[src/rtl/ahb_pkg.sv]
// Shared AHB constants and slave state encoding.
// Used by the wait-state slave and its counter.
package ahb_pkg;

    localparam logic HTRANS_IDLE   = 1'b0;
    localparam logic HTRANS_ACTIVE = 1'b1;

    localparam logic HBURST_SINGLE = 1'b0;
    localparam logic HBURST_INCR   = 1'b1;

    localparam int WORD_BYTES = 4;
    localparam int CNT_W      = 4;

    typedef enum logic [1:0] {
        IDLE = 2'd0,
        WAIT = 2'd1,
        LAST = 2'd2
    } slv_state_e;

    // Wait cycles for a transfer: burst continuation beats
    // use the burst setting, everything else the first-beat one.
    function automatic logic [CNT_W-1:0] wait_sel(
        input logic             burst,
        input logic [CNT_W-1:0] burst_wait,
        input logic [CNT_W-1:0] first_wait
    );
        return burst ? burst_wait : first_wait;
    endfunction

endpackage

[src/rtl/ahb_wait_counter.sv]
// Loadable down-counter with a last-cycle flag.
// Load wins over decrement; decrement saturates at zero.
module ahb_wait_counter
    import ahb_pkg::*;
#(
    parameter int W = CNT_W
) (
    input  logic         i_clk,
    input  logic         i_rst_n,
    input  logic         i_load,
    input  logic [W-1:0] i_load_val,
    input  logic         i_dec,
    output logic         o_last
);

    logic [W-1:0] r_cnt;

    // Count register: load on a new transfer, else count down.
    always_ff @(posedge i_clk or negedge i_rst_n) begin
        if (!i_rst_n) begin
            r_cnt <= '0;
        end else if (i_load) begin
            r_cnt <= i_load_val;
        end else if (i_dec && (r_cnt != '0)) begin
            r_cnt <= r_cnt - 1'b1;
        end
    end

    // Last wait cycle; <=1 keeps a stray zero from stalling forever.
    always_comb begin
        o_last = (r_cnt <= W'(1));
    end

endmodule

[src/rtl/ahb_wait_slave.sv]
// AHB register-bank slave with programmable wait states.
// Pipelined address/data phases, HREADY-driven stalls.
module ahb_wait_slave
    import ahb_pkg::*;
#(
    parameter int NUM_WORDS   = 16,
    parameter int ADDR_W      = 31,
    parameter int WAIT_STATES = 2,
    parameter int BURST_WAIT  = 0
) (
    input  logic              HCLK,
    input  logic              HRESETn,
    input  logic              HSEL1,
    input  logic [ADDR_W-1:0] HADDR,
    input  logic              HWRITE,
    input  logic              HTRANS,
    input  logic              HBURST,
    input  logic [31:0]       HWDATA,
    input  logic              HREADYIN,
    output logic [31:0]       HRDATA,
    output logic              HREADY
);

    localparam int IDX_W = $clog2(NUM_WORDS);
    localparam int OFS   = $clog2(WORD_BYTES);

    localparam logic [CNT_W-1:0] C_WS = CNT_W'(WAIT_STATES);
    localparam logic [CNT_W-1:0] C_BW = CNT_W'(BURST_WAIT);

    slv_state_e r_state;
    slv_state_e w_next;

    logic [IDX_W-1:0] r_idx;
    logic             r_wr;
    logic             r_hist;
    logic [31:0]      r_bank [NUM_WORDS];

    logic             w_accept;
    logic             w_burst;
    logic [CNT_W-1:0] w_load_val;
    logic             w_cnt_last;
    logic             w_hready;
    logic [IDX_W-1:0] w_idx;
    logic             w_unused_addr;

    assign w_idx = HADDR[IDX_W+OFS-1:OFS];

    assign w_unused_addr = ^{HADDR[ADDR_W-1:IDX_W+OFS],
                             HADDR[OFS-1:0]};

    // While stalling, address inputs are ignored outright.
    assign w_accept = HSEL1 & (HTRANS == HTRANS_ACTIVE)
                    & HREADYIN & (r_state != WAIT);

    assign w_burst = (HBURST == HBURST_INCR) & r_hist
                   & (HWRITE == r_wr);

    assign w_load_val = wait_sel(w_burst, C_BW, C_WS);

    ahb_wait_counter #(
        .W (CNT_W)
    ) u_cnt (
        .i_clk      (HCLK),
        .i_rst_n    (HRESETn),
        .i_load     (w_accept),
        .i_load_val (w_load_val),
        .i_dec      (r_state == WAIT),
        .o_last     (w_cnt_last)
    );

    // State register.
    always_ff @(posedge HCLK or negedge HRESETn) begin
        if (!HRESETn) begin
            r_state <= IDLE;
        end else begin
            r_state <= w_next;
        end
    end

    // Next state and HREADY from current state.
    always_comb begin
        w_next   = r_state;
        w_hready = 1'b1;
        unique case (r_state)
            IDLE: begin
                if (w_accept) begin
                    w_next = (w_load_val != '0) ? WAIT : LAST;
                end
            end
            WAIT: begin
                w_hready = 1'b0;
                if (w_cnt_last) begin
                    w_next = LAST;
                end
            end
            LAST: begin
                if (w_accept) begin
                    w_next = (w_load_val != '0) ? WAIT : LAST;
                end else begin
                    w_next = IDLE;
                end
            end
            default: begin
                w_next = IDLE;
            end
        endcase
    end

    assign HREADY = w_hready;

    // Address-phase capture and burst history.
    always_ff @(posedge HCLK or negedge HRESETn) begin
        if (!HRESETn) begin
            r_idx  <= '0;
            r_wr   <= 1'b0;
            r_hist <= 1'b0;
        end else if (w_accept) begin
            r_idx  <= w_idx;
            r_wr   <= HWRITE;
            r_hist <= (HBURST == HBURST_INCR);
        end
    end

    // Register bank; writes commit only at the end of LAST.
    always_ff @(posedge HCLK or negedge HRESETn) begin
        if (!HRESETn) begin
            for (int i = 0; i < NUM_WORDS; i++) begin
                r_bank[i] <= '0;
            end
        end else if ((r_state == LAST) && r_wr) begin
            r_bank[r_idx] <= HWDATA;
        end
    end

    // Read data is driven only during a read's LAST cycle.
    always_comb begin
        HRDATA = '0;
        if ((r_state == LAST) && !r_wr) begin
            HRDATA = r_bank[r_idx];
        end
    end

endmodule
[config.mk]
export PLATFORM = sky130hd
export DESIGN_NAME = ahb_wait_slave
export DESIGN_NICKNAME = d
export VERILOG_FILES = /design/src/rtl/ahb_pkg.sv /design/src/rtl/ahb_wait_counter.sv /design/src/rtl/ahb_wait_slave.sv
export SDC_FILE = /design/constraint.sdc
export NUM_CORES = 1
export LEC_CHECK = 0
export BUFFER_PORTS_ARGS = -buffer_cell sky130_fd_sc_hd__buf_2
export CORE_MARGIN = 1.5
export CORE_UTILIZATION = 52
export CTS_CLUSTER_SIZE = 20
export DETAILED_ROUTE_END_ITERATION = 12
export PLACE_DENSITY_LB_ADDON = 0.05
export SYNTH_ARGS = -nofsm -noshare
export SYNTH_HDL_FRONTEND = slang
export SYNTH_HIERARCHICAL = 1
export SYNTH_SLANG_ARGS = --single-unit
[constraint.sdc]
create_clock -name HCLK -period 5.02 [get_ports HCLK]
set_input_delay 0.502 -clock HCLK [delete_from_list [all_inputs] [get_ports HCLK]]
set_output_delay 0.502 -clock HCLK [all_outputs]
set_load 0.02 [all_outputs]
# Word level (Yosys, flattened, before mapping)
# Index checks and enable logic that the tools add are counted.
# op_classes
add_sub_neg	1
shifts	0
eq_ne	6
multipliers	0
n_reduce_logical	10
div_mod_pow	0
mux	16
magnitude_cmp	3
n_bitwise	6
# ops
cell	n
512-bit bitwise mux	1
32-bit binary-select mux with 4-bit select	1
32-bit demux with 4-bit select	1
32-bit 2-to-1 mux	4
2-bit 2-to-1 mux	5
4-bit 2-to-1 mux	2
4-bit nonzero test	2
2-bit case mux with 3 select lines	1
1-bit AND	5
5-bit greater-or-equal comparator, second input constant	1
5-bit by 1-bit less-than comparator with 1-bit output, second input constant	1
4-bit NOT with 5-bit output	1
4-bit by 1-bit less-or-equal comparator with 1-bit output, second input constant	1
1-bit logical AND	4
2-bit by 1-bit inequality test with 1-bit output, second input constant	2
4-bit by 1-bit subtractor with 4-bit output, second input constant	1
2-bit by 1-bit equality test with 1-bit output, second input constant	1
2-bit equality test, second input constant	1
2-bit logical NOT	1
2-bit inequality test, second input constant	1
2-bit AND reduction	1
2-bit nonzero test	1
1-bit equality test	1
1-bit logical NOT	1
1-bit 2-to-1 mux	1
# word_totals
mem_count	0
ram_bits	0
output_inout_bits	33
word_cells	63
latch_bits	0
mem_bits_ro	0
ff_bits	524
in_bits	70

# Logic depth before layout (Yosys ltp)
# Gate-level depths: netlist of run 1.
# depth
word_depth	7
depth_mapped	7

# Modules after synthesis
# Netlist of run 1, hierarchy kept.
# modules_own_cells
module	seq_area_each_um2	instances	area_per_inst_um2	cells_per_inst
ahb_wait_slave	13012.5	1	24005.5	1505
ahb_wait_counter	100.1	1	294.0	33

# Least setup slack after synthesis of run 1
# OpenSTA, ideal clock, no wires.
# synth_path
path_type	flip-flop to output port
from	register r_idx[0]
to	output port HRDATA[22]
required_time_ns	4.518
arrival_time_ns	1.797
setup_slack_ns	2.721
stages_incl_launch_ff	7
cell_sequence	dfrtp_1 -> buf_2 -> buf_4 -> buf_2 -> mux4_2 -> nand3_1 -> nand4_1
# synth_via
elab_chain_cells	5
# synth_lines
item	line_no	text
start, declared	ahb_wait_slave.sv:33	logic [IDX_W-1:0] r_idx;
start signal, assigned	ahb_wait_slave.sv:118	r_idx <= w_idx;
4-bit NOT with 5-bit output (implied by the code)	ahb_wait_slave.sv:139	HRDATA = r_bank[r_idx];
32-bit binary-select mux with 4-bit select	ahb_wait_slave.sv:139	
32-bit 2-to-1 mux (implied by the code) (2 in a row)	ahb_wait_slave.sv:139	
32-bit 2-to-1 mux	ahb_wait_slave.sv:138	if ((r_state == LAST) && !r_wr) begin
end, declared	ahb_wait_slave.sv:20	output logic [31:0] HRDATA,
# Every way passes these cells. The select of a mux whose other input is x is not followed.

# Final worst setup path of run 1
# layout_path
from	register r_idx[0]
to	output port HRDATA[13]
# The elaborated chain is that of the path after synthesis.

==> impl_metrics.prom, run 1 <==
# TYPE chip_impl_metric gauge
chip_impl_metric{name="cap_violations",unit=""} 0
chip_impl_metric{name="gp_routability_congestion",unit=""} 0.723
chip_impl_metric{name="wl_per_cell",unit="um"} 25.6
chip_impl_metric{name="achievable-frequency",unit="MHz"} 261
chip_impl_metric{name="core.rowCount",unit=""} 79
chip_impl_metric{name="clock_latency",unit="ps"} 610
chip_impl_metric{name="top_level_ports",unit=""} 103
chip_impl_metric{name="pre_cts_slack",unit="ps"} 1660
chip_impl_metric{name="synthDistinctLibCells",unit=""} 42
chip_impl_metric{name="report.final.hold_viol_count",unit=""} 0
chip_impl_metric{name="timing.final.crit_share",unit="%"} 76.2
chip_impl_metric{name="nNetsFinal",unit=""} 1637
chip_impl_metric{name="setup_tns",unit="ps"} 0
chip_impl_metric{name="yosysWarnings",unit=""} 6
chip_impl_metric{name="timing.critical_path.buf_inv",unit=""} 2
chip_impl_metric{name="leakage",unit="nW"} 12.1
chip_impl_info{name="layout.cells.most_common",value="dfrtp_1"} 1
chip_impl_metric{name="numClockSinks",unit=""} 524
chip_impl_info{name="slowest_stage",value="buf_4"} 1
chip_impl_metric{name="final_antenna_violating_net_count",unit=""} 0
chip_impl_metric{name="die_height",unit="um"} 219
chip_impl_metric{name="place.detailed.hpwl",unit="um"} 29900
chip_impl_info{name="type_of_origin_of_the_critical_path",value="flop"} 1
chip_impl_metric{name="effective_utilization_at_floorplan",unit="%"} 52.4
chip_impl_metric{name="power_density",unit="mW/mm^2"} 467
chip_impl_metric{name="htree_num_levels",unit=""} 2
chip_impl_metric{name="postCtsSetupRepairBufs",unit=""} 0
chip_impl_metric{name="worst-endpoint-required",unit="ps"} 4520
chip_impl_metric{name="postSynthCellCount",unit=""} 1538
chip_impl_metric{name="timing.hold.ws",unit="ps"} 128
chip_impl_metric{name="maximum_number_of_pins_on_one_net_before_global_route_repair",unit=""} 141
chip_impl_metric{name="grt_pass1_vias",unit=""} 14200
chip_impl_metric{name="drcViolationCount",unit=""} 0
chip_impl_info{name="clock_tree.root_cell",value="clkbuf_16"} 1
chip_impl_metric{name="grt_util_all_layers",unit="%"} 24.7
chip_impl_metric{name="critical_path.max_stage_delay",unit="ps"} 820
chip_impl_metric{name="layout_min_cycle_time",unit="ps"} 3820
chip_impl_metric{name="gr-total-overflow",unit=""} 0
chip_impl_metric{name="slew_headroom",unit="%"} 16.3
chip_impl_metric{name="synth_area_per_cell",unit="um^2"} 15.8
chip_impl_metric{name="rrSetupSlack",unit="ps"} 1750
chip_impl_metric{name="setup-violations-final",unit=""} 0
chip_impl_metric{name="areaGrowthSynthToFinish",unit="%"} 10.3
chip_impl_metric{name="port-buffer-count",unit=""} 75
chip_impl_metric{name="chipWidth",unit="um"} 219
chip_impl_info{name="final_cell_mix",value="dfrtp_1, mux2_2, nand3_1, mux4_2, buf_2"} 1
chip_impl_metric{name="drt-initial-drc-count",unit=""} 861
chip_impl_metric{name="synth_edf_count",unit=""} 0
chip_impl_metric{name="ys_seq_area_share",unit="%"} 54.0
chip_impl_info{name="hold_class",value="input port to flop"} 1
chip_impl_metric{name="cp.arrival",unit="ps"} 3320
chip_impl_metric{name="async_reset_ff_share",unit="%"} 100
chip_impl_metric{name="dpl-instance-area",unit="mm^2"} 0.0249
chip_impl_metric{name="antenna_violations_before_repair",unit=""} 1
chip_impl_info{name="tritoncts",value="yes"} 1
chip_impl_metric{name="share_of_post_route_cells_with_drive_strength_above_1",unit="%"} 52.8
chip_impl_metric{name="clkTransAtPathRegs",unit="ps"} 60
chip_impl_info{name="path_cells",value="buf_4 -> mux4_2 -> nand3_1 -> nand4_1 -> buf_2"} 1
chip_impl_metric{name="worstPathMaxFanout",unit=""} 44
chip_impl_metric{name="cts_inserted_buffers",unit=""} 56
chip_impl_metric{name="vdd_drop_max",unit="mV"} 0.504
chip_impl_metric{name="detail_route.wirelength",unit="um"} 56700
chip_impl_metric{name="grt_pass1_wl",unit="um"} 88000
chip_impl_info{name="critPathKind",value="flop to output pin"} 1
chip_impl_metric{name="first_pass_iteration_count_of_the_detailed_router",unit=""} 5
chip_impl_metric{name="clock_skew",unit="ps"} 14.3
chip_impl_metric{name="clock_tree.buffer_depth",unit=""} 3
chip_impl_metric{name="number_of_flip_flops_and_latches_in_the_synthesized_netlist",unit=""} 524
chip_impl_metric{name="fp.dieArea",unit="mm^2"} 0.0480
chip_impl_info{name="end_kind",value="output pin"} 1
chip_impl_metric{name="syn_area",unit="mm^2"} 0.0243
chip_impl_metric{name="tightest_slew",unit="ps"} 1250
chip_impl_info{name="path_delay_family",value="buffers and inverters"} 1
chip_impl_info{name="synth_flop_cell",value="dfrtp_1"} 1
chip_impl_info{name="grt_setup_unrepaired",value="false"} 1
chip_impl_info{name="outcome",value="finished, final reports clean"} 1
chip_impl_metric{name="vias_after_detailed_routing",unit=""} 13500
chip_impl_metric{name="layout_setup_ws",unit="ps"} 1200
chip_impl_metric{name="diodes",unit=""} 0
chip_impl_metric{name="power.total",unit="mW"} 12.5
chip_impl_metric{name="avgViaCountPerCell",unit=""} 6.10
chip_impl_metric{name="floorplan.core_area",unit="mm^2"} 0.0464
chip_impl_metric{name="fin_area",unit="mm^2"} 0.0268
chip_impl_metric{name="maxSlewViolCount",unit=""} 0
[report_power, final]
part | total (mW) | switching [mW] | internal [mW]
combinational | 3.03 | 1.47 | 1.57
sequential | 5.29 | 0.481 | 4.81
clock | 4.18 | 1.65 | 2.53
[what timing repair did]
action                    in CTS  in global routing
hold endpoints to repair      64                  0
hold buffers                   1                  0
resized for setup              0                  0
[stage by stage]
stage          utilization [%]  instances
6_report                  57.8       2210
5_1_grt                   57.8       2210
4_1_cts                   57.8       2210
3_5_place_dp              53.8       2112
3_3_place_gp              53.8       2112
2_1_floorplan                -       1540
[synth_stat cells, drive strengths merged, types with 2 or more instances]
library cell    n  area, um^2
nor3            4        30.0
nor2            4        17.5
dfrtp         524       13100
nand2           7        26.3
nand4          32         200
mux4          128        2880
o311ai          2        17.5
clkbuf         59         221
nor2b           4        25.0
nor4            2        42.5
nor3b           6        90.1
a21oi           3        15.0
mux2          518        5950
ha              3        37.5
nand3         138         791
buf            84         654
inv             4        15.0
[final timing paths]
path                             start           to  cells past startpoint
setup / recovery              r_idx[0]   HRDATA[13]                      5
hold / removal                HADDR[5]     r_idx[3]                      2
setup reg to reg              r_idx[0]  r_bank[266]                      4
hold reg to reg            r_bank[473]  r_bank[473]                      1
max in group asynchronous      HRESETn  r_bank[507]                      3
min in group asynchronous      HRESETn  r_bank[106]                      2
[layer usage]
metal  GRT usage, %  share of wire [%]  vias to the layer above
met5              0              0.019                        -
met4           6.35                1.8                        2
met3           2.95                3.4                       68
met2           38.6                 47                      217
met1           36.9                 48                     7395
li1               -                  -                     5799
[flip-flops by register name, summed over array words and instances, names as in the netlist]
register and flops:
r_wr 1, r_hist 1, r_idx 4, u_cnt/r_cnt 4, r_state 2, r_bank 512
[cell families after synthesis]
group	count (synthesis)	share of synthesized area, %
AND/OR/NAND/NOR	205	5.50
flip-flops	524	54.0
adder cells (fa/ha/maj)	3	0.154
AO/OA/AOI/OAI	10	0.294
multiplexers	647	36.4
other	1	0.0154
XOR/XNOR	1	0.0361
buffers and inverters	147	3.67
[layout make-up]
class                           instances  area, um^2
Clock buffer                           85        1670
Clock inverter                         12         196
Fill cell                            3664       19600
Inverter                                4        15.0
Multi-Input combinational cell        869       10300
Sequential cell                       524       13100
Tap cell                              607         759
Timing Repair Buffer                  109         693
[worst reg2reg max path, cell delays in order (launching register included)]
cell,delay (ps)
dfrtp_4,730
buf_4,680
and4b_4,480
nand3_4,690
mux2_2,570
Note: power is estimated with default switching activity, not from simulation.
==> run 2, diff against run 1 <==
==> constraint.sdc (replaced) <==
create_clock -name HCLK -period 3.8 [get_ports HCLK]
set_input_delay 0.38 -clock HCLK [delete_from_list [all_inputs] [get_ports HCLK]]
set_output_delay 0.38 -clock HCLK [all_outputs]
set_load 0.02 [all_outputs]
==> run 2 against run 1 <==
Compared with the run above:
- clock skew is 5.2 ps lower
- final area grew 0.75%
- count of clock-buffer cells in the layout stayed put
- combinational power grew 37%
- hold slack lost 85 ps
- clock power rose by 32%
- critical endpoint is now HRDATA[11]
- highest routed layer unchanged
==> impl_metrics.prom, run 2 (same netlist as run 1, synthesis figures left out) <==
# TYPE chip_impl_metric gauge
chip_impl_metric{name="place.detailed.hpwl",unit="um"} 31600
chip_impl_metric{name="detailroute.wirelength.met3",unit="um"} 2320
chip_impl_info{name="critPathKind",value="flop to output pin"} 1
chip_impl_metric{name="effective_utilization_at_floorplan",unit="%"} 52.4
chip_impl_info{name="type_of_origin_of_the_critical_path",value="flop"} 1
chip_impl_metric{name="place_inst",unit=""} 2120
chip_impl_metric{name="timing.hold.ws",unit="ps"} 42.4
chip_impl_metric{name="seq_area",unit="mm^2"} 0.0131
chip_impl_metric{name="cts_inserted_buffers",unit=""} 56
chip_impl_info{name="hold_start",value="HBURST"} 1
chip_impl_info{name="hold_path_end",value="r_hist"} 1
chip_impl_metric{name="gr-total-overflow",unit=""} 0
chip_impl_metric{name="worst-endpoint-required",unit="ps"} 3420
chip_impl_metric{name="gp_routability_congestion",unit=""} 0.706
chip_impl_metric{name="fin_util",unit="%"} 58.2
chip_impl_metric{name="power_density",unit="mW/mm^2"} 616
chip_impl_metric{name="dpl-instance-area",unit="mm^2"} 0.0251
chip_impl_metric{name="clock_latency",unit="ps"} 610
chip_impl_info{name="final_cell_mix",value="dfrtp_1, mux2_2, nand3_1, mux4_2, buf_2"} 1
chip_impl_metric{name="grt_pass1_vias",unit=""} 14400
chip_impl_metric{name="nNetsFinal",unit=""} 1649
chip_impl_info{name="path_cells",value="buf_4 -> mux4_2 -> nand3_1 -> nand4_1 -> buf_2"} 1
chip_impl_metric{name="htree_num_levels",unit=""} 2
chip_impl_info{name="outcome",value="finished, final reports clean"} 1
chip_impl_metric{name="first_pass_iteration_count_of_the_detailed_router",unit=""} 5
chip_impl_metric{name="pre_cts_slack",unit="ps"} 1100
chip_impl_metric{name="postCtsSetupRepairBufs",unit=""} 0
chip_impl_metric{name="diodes",unit=""} 0
chip_impl_metric{name="largest_register_ff_count",unit=""} 512
chip_impl_info{name="max_flop_register",value="r_bank"} 1
chip_impl_metric{name="tightest_slew",unit="ps"} 893
chip_impl_metric{name="r2r_cells",unit=""} 4
chip_impl_info{name="tritoncts",value="yes"} 1
chip_impl_metric{name="fp.dieArea",unit="mm^2"} 0.0480
chip_impl_metric{name="port-buffer-count",unit=""} 75
chip_impl_info{name="layout.cells.most_common",value="dfrtp_1"} 1
chip_impl_metric{name="detail_route.wirelength",unit="um"} 58100
chip_impl_metric{name="maximum_number_of_pins_on_one_net_before_global_route_repair",unit=""} 102
chip_impl_metric{name="rrSetupSlack",unit="ps"} 1120
chip_impl_metric{name="floorplan.core_area",unit="mm^2"} 0.0464
chip_impl_metric{name="top_level_ports",unit=""} 103
chip_impl_metric{name="cp.arrival",unit="ps"} 2900
chip_impl_metric{name="antenna_violations_before_repair",unit=""} 1
chip_impl_metric{name="wl_per_cell",unit="um"} 26.1
chip_impl_metric{name="met2WireLength",unit="um"} 27000
chip_impl_metric{name="clock_skew",unit="ps"} 9.13
chip_impl_metric{name="power.total",unit="mW"} 16.6
chip_impl_info{name="grt_setup_unrepaired",value="false"} 1
chip_impl_metric{name="setup_tns",unit="ps"} 0
chip_impl_metric{name="grt_pass1_wl",unit="um"} 90000
chip_impl_metric{name="finish.cell_count_without_fillers",unit=""} 2229
chip_impl_metric{name="final_antenna_violating_net_count",unit=""} 0
chip_impl_metric{name="critical_path.max_stage_delay",unit="ps"} 930
chip_impl_metric{name="fill_cells",unit=""} 3633
chip_impl_metric{name="clock_tree.buffer_depth",unit=""} 3
chip_impl_metric{name="min_delay_path_depth",unit=""} 2
chip_impl_metric{name="timing.critical_path.buf_inv",unit=""} 2
chip_impl_info{name="critical_path.reg2reg.endpoint",value="r_bank[381]"} 1
chip_impl_metric{name="areaGrowthSynthToFinish",unit="%"} 11.1
chip_impl_metric{name="slew_headroom",unit="%"} 40.3
chip_impl_metric{name="grt_util_all_layers",unit="%"} 25.2
chip_impl_metric{name="drcViolationCount",unit=""} 0
chip_impl_metric{name="report.final.hold_viol_count",unit=""} 0
chip_impl_metric{name="core.rowCount",unit=""} 79
chip_impl_metric{name="maxSlewViolCount",unit=""} 0
chip_impl_info{name="slowest_stage",value="dfrtp_4"} 1
chip_impl_metric{name="fin_area",unit="mm^2"} 0.0270
chip_impl_metric{name="die_height",unit="um"} 219
chip_impl_metric{name="vdd_drop_max",unit="mV"} 0.506
chip_impl_metric{name="wl_met1",unit="um"} 27500
chip_impl_info{name="end_kind",value="output pin"} 1
chip_impl_info{name="hold_class",value="input port to flop"} 1
chip_impl_metric{name="cap_violations",unit=""} 0
chip_impl_metric{name="worstPathMaxFanout",unit=""} 35
chip_impl_metric{name="layout_min_cycle_time",unit="ps"} 3280
chip_impl_info{name="clock_tree.root_cell",value="clkbuf_16"} 1
chip_impl_metric{name="vias_after_detailed_routing",unit=""} 13700
chip_impl_metric{name="setup-violations-final",unit=""} 0
chip_impl_metric{name="cp.depth",unit=""} 5
chip_impl_metric{name="clkTransAtPathRegs",unit="ps"} 60
chip_impl_metric{name="timing.final.crit_share",unit="%"} 86.4
chip_impl_metric{name="leakage",unit="nW"} 12.2
chip_impl_metric{name="chipWidth",unit="um"} 219
chip_impl_info{name="path_delay_family",value="flip-flops"} 1
chip_impl_metric{name="drt-initial-drc-count",unit=""} 839
chip_impl_info{name="worst_r2r_src",value="r_idx[2]"} 1
chip_impl_metric{name="avgViaCountPerCell",unit=""} 6.15
chip_impl_metric{name="achievable-frequency",unit="MHz"} 305
chip_impl_metric{name="layout_setup_ws",unit="ps"} 518
chip_impl_metric{name="numClockSinks",unit=""} 524
chip_impl_info{name="dr.max_layer_used",value="met5"} 1
chip_impl_info{name="largestRegisters",value="r_bank (512), r_idx (4), u_cnt/r_cnt (4)"} 1
chip_impl_metric{name="share_of_post_route_cells_with_drive_strength_above_1",unit="%"} 53.1
chip_impl_metric{name="multiInputGateArea",unit="mm^2"} 0.0103
run 2: cell count changes in the layout (fill, tap and decap cells not counted):
cell           previous run  this run
clkbuf_16                58        57
dlygate4sd3_1             1         5
clkinv_8                  1         0
buf_12                    4        12
clkbuf_8                 12        13
clkinvlp_4                0         4
bufinv_16                 5         4
clkinv_2                  6        10
inv_6                     0         1
run 2: power breakdown:
part	switching (mW)	internal, mW
logic	2.03	2.13
clock network	2.24	3.28
registers	0.620	6.36
run 2: how the worst max path moves through the flow:
stage                  end  startpoint  slack (ps)
6_report        HRDATA[11]    r_idx[1]         520
5_1_grt         HRDATA[13]    r_idx[2]         390
4_1_cts         HRDATA[19]    r_idx[0]         470
3_5_place_dp   r_bank[381]    r_idx[2]        1100
3_3_place_gp    HRDATA[19]    r_idx[0]        1130
2_1_floorplan   HRDATA[22]    r_idx[0]        1620
run 2: repair_timing:
item | CTS | global route
hold endpoints to repair | 99 | 0
hold buffers | 5 | 0
endpoints found under the setup margin | 0 | 0
resized for setup | 0 | 0
run 2: cell type report:
| type | instances | area share [%] |
|---|---|---|
| Clock inverter | 19 | 0.774 |
| Tap cell | 607 | 2.81 |
| Sequential cell | 524 | 48.6 |
| Multi-Input combinational cell | 869 | 38.3 |
| Timing Repair Buffer | 121 | 3.31 |
| Inverter | 4 | 0.0556 |
| Clock buffer | 85 | 6.15 |
run 2: routing by layer:
layer  global-route usage (%)  vias up
li1                         -     5846
met3                     3.81       88
met5                        0        -
met2                     38.9      272
met4                     7.19        2
met1                     37.3     7491
==> run 3, diff against run 2 <==
--- a/config.mk
+++ b/config.mk
@@ -8,6 +8,7 @@
 export BUFFER_PORTS_ARGS = -buffer_cell sky130_fd_sc_hd__buf_2
 export CORE_MARGIN = 1.5
 export CORE_UTILIZATION = 52
+export CTS_CLUSTER_DIAMETER = 50
 export CTS_CLUSTER_SIZE = 20
 export DETAILED_ROUTE_END_ITERATION = 12
 export PLACE_DENSITY_LB_ADDON = 0.05
==> constraint.sdc (replaced) <==
create_clock -name HCLK -period 3.8 [get_ports HCLK]
set_input_delay 0.76 -clock HCLK [delete_from_list [all_inputs] [get_ports HCLK]]
set_output_delay 0.76 -clock HCLK [all_outputs]
set_load 0.02 [all_outputs]
==> run 3 against run 2 <==
Compared with the run above:
- utilization grew 0.24 points
- worst setup slack lost 190 ps
- first-iteration DRC count shrank 9.7%
==> impl_metrics.prom, run 3 (same netlist as run 1, synthesis figures left out) <==
# TYPE chip_impl_metric gauge
chip_impl_metric{name="gp_routability_congestion",unit=""} 0.722
chip_impl_metric{name="worst-endpoint-required",unit="ps"} 3040
chip_impl_metric{name="fin_util",unit="%"} 58.5
chip_impl_info{name="slowest_stage",value="dfrtp_1"} 1
chip_impl_metric{name="grt_pass1_wl",unit="um"} 89100
chip_impl_metric{name="grt_util_all_layers",unit="%"} 24.9
chip_impl_metric{name="drt-initial-drc-count",unit=""} 758
chip_impl_metric{name="gates_resized_cts_repair",unit=""} 0
chip_impl_metric{name="seq_area",unit="mm^2"} 0.0131
chip_impl_metric{name="worstPathMaxFanout",unit=""} 27
chip_impl_metric{name="place.detailed.hpwl",unit="um"} 31200
chip_impl_metric{name="gr-total-overflow",unit=""} 0
chip_impl_metric{name="core.rowCount",unit=""} 79
chip_impl_metric{name="report.final.hold_viol_count",unit=""} 0
chip_impl_metric{name="cp.arrival",unit="ps"} 2710
chip_impl_metric{name="chipWidth",unit="um"} 219
chip_impl_metric{name="slew_headroom",unit="%"} 47.3
chip_impl_metric{name="place_inst",unit=""} 2137
chip_impl_info{name="end_kind",value="output pin"} 1
chip_impl_info{name="critical_path.reg2reg.endpoint",value="r_bank[380]"} 1
chip_impl_metric{name="areaGrowthSynthToFinish",unit="%"} 11.6
chip_impl_metric{name="dpl-instance-area",unit="mm^2"} 0.0253
chip_impl_metric{name="cts_inserted_buffers",unit=""} 51
chip_impl_metric{name="achievable-frequency",unit="MHz"} 288
chip_impl_metric{name="port-buffer-count",unit=""} 75
chip_impl_info{name="largestRegisters",value="r_bank (512), r_idx (4), u_cnt/r_cnt (4)"} 1
chip_impl_metric{name="layout_min_cycle_time",unit="ps"} 3470
chip_impl_metric{name="first_pass_iteration_count_of_the_detailed_router",unit=""} 5
chip_impl_metric{name="fin_area",unit="mm^2"} 0.0271
chip_impl_metric{name="postCtsSetupRepairBufs",unit=""} 0
chip_impl_metric{name="maximum_number_of_pins_on_one_net_before_global_route_repair",unit=""} 88
chip_impl_metric{name="numClockSinks",unit=""} 524
chip_impl_metric{name="fill_cells",unit=""} 3661
chip_impl_metric{name="cap_violations",unit=""} 0
chip_impl_metric{name="htree_num_levels",unit=""} 2
chip_impl_metric{name="timing.final.crit_share",unit="%"} 91.3
chip_impl_metric{name="maxSlewViolCount",unit=""} 0
chip_impl_metric{name="clock_latency",unit="ps"} 620
chip_impl_metric{name="clock_skew",unit="ps"} 33.7
chip_impl_metric{name="share_of_post_route_cells_with_drive_strength_above_1",unit="%"} 54.2
chip_impl_metric{name="floorplan.core_area",unit="mm^2"} 0.0464
chip_impl_metric{name="power_density",unit="mW/mm^2"} 612
chip_impl_info{name="outcome",value="finished, final reports clean"} 1
chip_impl_info{name="path_delay_family",value="simple AND/OR/NAND/NOR gates"} 1
chip_impl_metric{name="drcViolationCount",unit=""} 0
chip_impl_metric{name="tightest_slew",unit="ps"} 791
chip_impl_metric{name="multiInputGateArea",unit="mm^2"} 0.0103
chip_impl_metric{name="detail_route.wirelength",unit="um"} 57000
chip_impl_metric{name="setup_tns",unit="ps"} 0
chip_impl_metric{name="vias_after_detailed_routing",unit=""} 13600
chip_impl_metric{name="wl_per_cell",unit="um"} 25.5
chip_impl_info{name="clock_tree.root_cell",value="clkbuf_16"} 1
chip_impl_info{name="final_cell_mix",value="dfrtp_1, mux2_2, nand3_1, mux4_2, buf_2"} 1
chip_impl_metric{name="critical_path.max_stage_delay",unit="ps"} 650
chip_impl_metric{name="leakage",unit="nW"} 12.2
chip_impl_metric{name="r2r_cells",unit=""} 5
chip_impl_metric{name="cts_hold_buffers",unit=""} 0
chip_impl_metric{name="setup-violations-final",unit=""} 0
chip_impl_metric{name="timing.critical_path.buf_inv",unit=""} 2
chip_impl_metric{name="rrSetupSlack",unit="ps"} 1020
chip_impl_info{name="type_of_origin_of_the_critical_path",value="flop"} 1
chip_impl_metric{name="nNetsFinal",unit=""} 1657
chip_impl_metric{name="avgViaCountPerCell",unit=""} 6.10
chip_impl_info{name="max_flop_register",value="r_bank"} 1
chip_impl_metric{name="fp.dieArea",unit="mm^2"} 0.0480
chip_impl_metric{name="vdd_drop_max",unit="mV"} 0.431
chip_impl_metric{name="finish.cell_count_without_fillers",unit=""} 2233
chip_impl_metric{name="clock_tree.buffer_depth",unit=""} 3
chip_impl_info{name="worst_r2r_src",value="r_idx[2]"} 1
chip_impl_metric{name="grt_pass1_vias",unit=""} 14200
chip_impl_metric{name="top_level_ports",unit=""} 103
chip_impl_info{name="tritoncts",value="yes"} 1
chip_impl_metric{name="largest_register_ff_count",unit=""} 512
chip_impl_info{name="layout.cells.most_common",value="dfrtp_1"} 1
chip_impl_info{name="path_cells",value="nor2b_4 -> buf_12 -> nand3_1 -> nand4_1 -> buf_2"} 1
chip_impl_metric{name="die_height",unit="um"} 219
chip_impl_info{name="critPathKind",value="flop to output pin"} 1
chip_impl_metric{name="antenna_violations_before_repair",unit=""} 2
chip_impl_metric{name="clkTransAtPathRegs",unit="ps"} 60
chip_impl_metric{name="effective_utilization_at_floorplan",unit="%"} 52.4
chip_impl_info{name="grt_setup_unrepaired",value="false"} 1
chip_impl_metric{name="final_antenna_violating_net_count",unit=""} 0
chip_impl_info{name="hold_class",value="input port to async pin"} 1
run 3: cell count changes in the layout (fill, tap and decap cells not counted), sizes merged:
cell / previous run / this run
buf: 116 / 134
clkinv: 10 / 12
bufinv: 4 / 2
inv: 5 / 19
clkinvlp: 4 / 5
clkbuf: 85 / 60
diode: 0 / 1
dlygate4sd3: 5 / 0
run 3: metal layers:
metal | wire length (um) | up-vias | global-route usage [%]
li1 | - | 5860 | -
met1 | 26500 | 7433 | 36.8
met2 | 27100 | 248 | 39.0
met3 | 2330 | 76 | 4.02
met4 | 1060 | 2 | 5.57
met5 | 11 | - | 0
run 3: through the flow:
stage / setup slack (ps) / total power [mW] / hold WS [ps]
after CTS: 127 / 16.8 / 181
final: 331 / 16.6 / 145
after floorplan: 1240 / 10.0 / 453
after global routing: 231 / 17.4 / 189
after detailed placement: 773 / 11.4 / 474
after global placement: 754 / 11.3 / 462
run 3: worst max path at each step:
| stage | cells after the start | slack, ps | endpoint | from |
|---|---|---|---|---|
| 2_1_floorplan | 6 | 1240 | HRDATA[22] | r_idx[0] |
| 3_3_place_gp | 5 | 750 | HRDATA[17] | r_idx[0] |
| 3_5_place_dp | 5 | 770 | HRDATA[17] | r_idx[0] |
| 4_1_cts | 5 | 130 | HRDATA[17] | r_idx[0] |
| 5_1_grt | 5 | 230 | HRDATA[17] | r_idx[0] |
| 6_report | 5 | 330 | HRDATA[30] | r_idx[2] |
run 3: worst register-to-register path, cell delays in order, from the launching register on:
cell and delay [ps]:
dfrtp_1 650, nor2b_4 560, buf_12 330, nor3b_4 270, buf_4 440, mux2_2 410
run 3: power by group:
part	internal, mW	switching, mW
sequential	6.35	0.612
clock	2.88	2.43
combinational	2.28	2.05
total	11.5	5.09
run 3: final cells by class:
cell class	instances	share of cell area [%]
sequential	524	48.4
multi-input combinational	869	38.2
clock buffer	60	5.14
timing repair buffer	134	4.02
tap	607	2.80
clock inverter	34	1.44
inverter	4	0.0554
antenna	1	0.00923
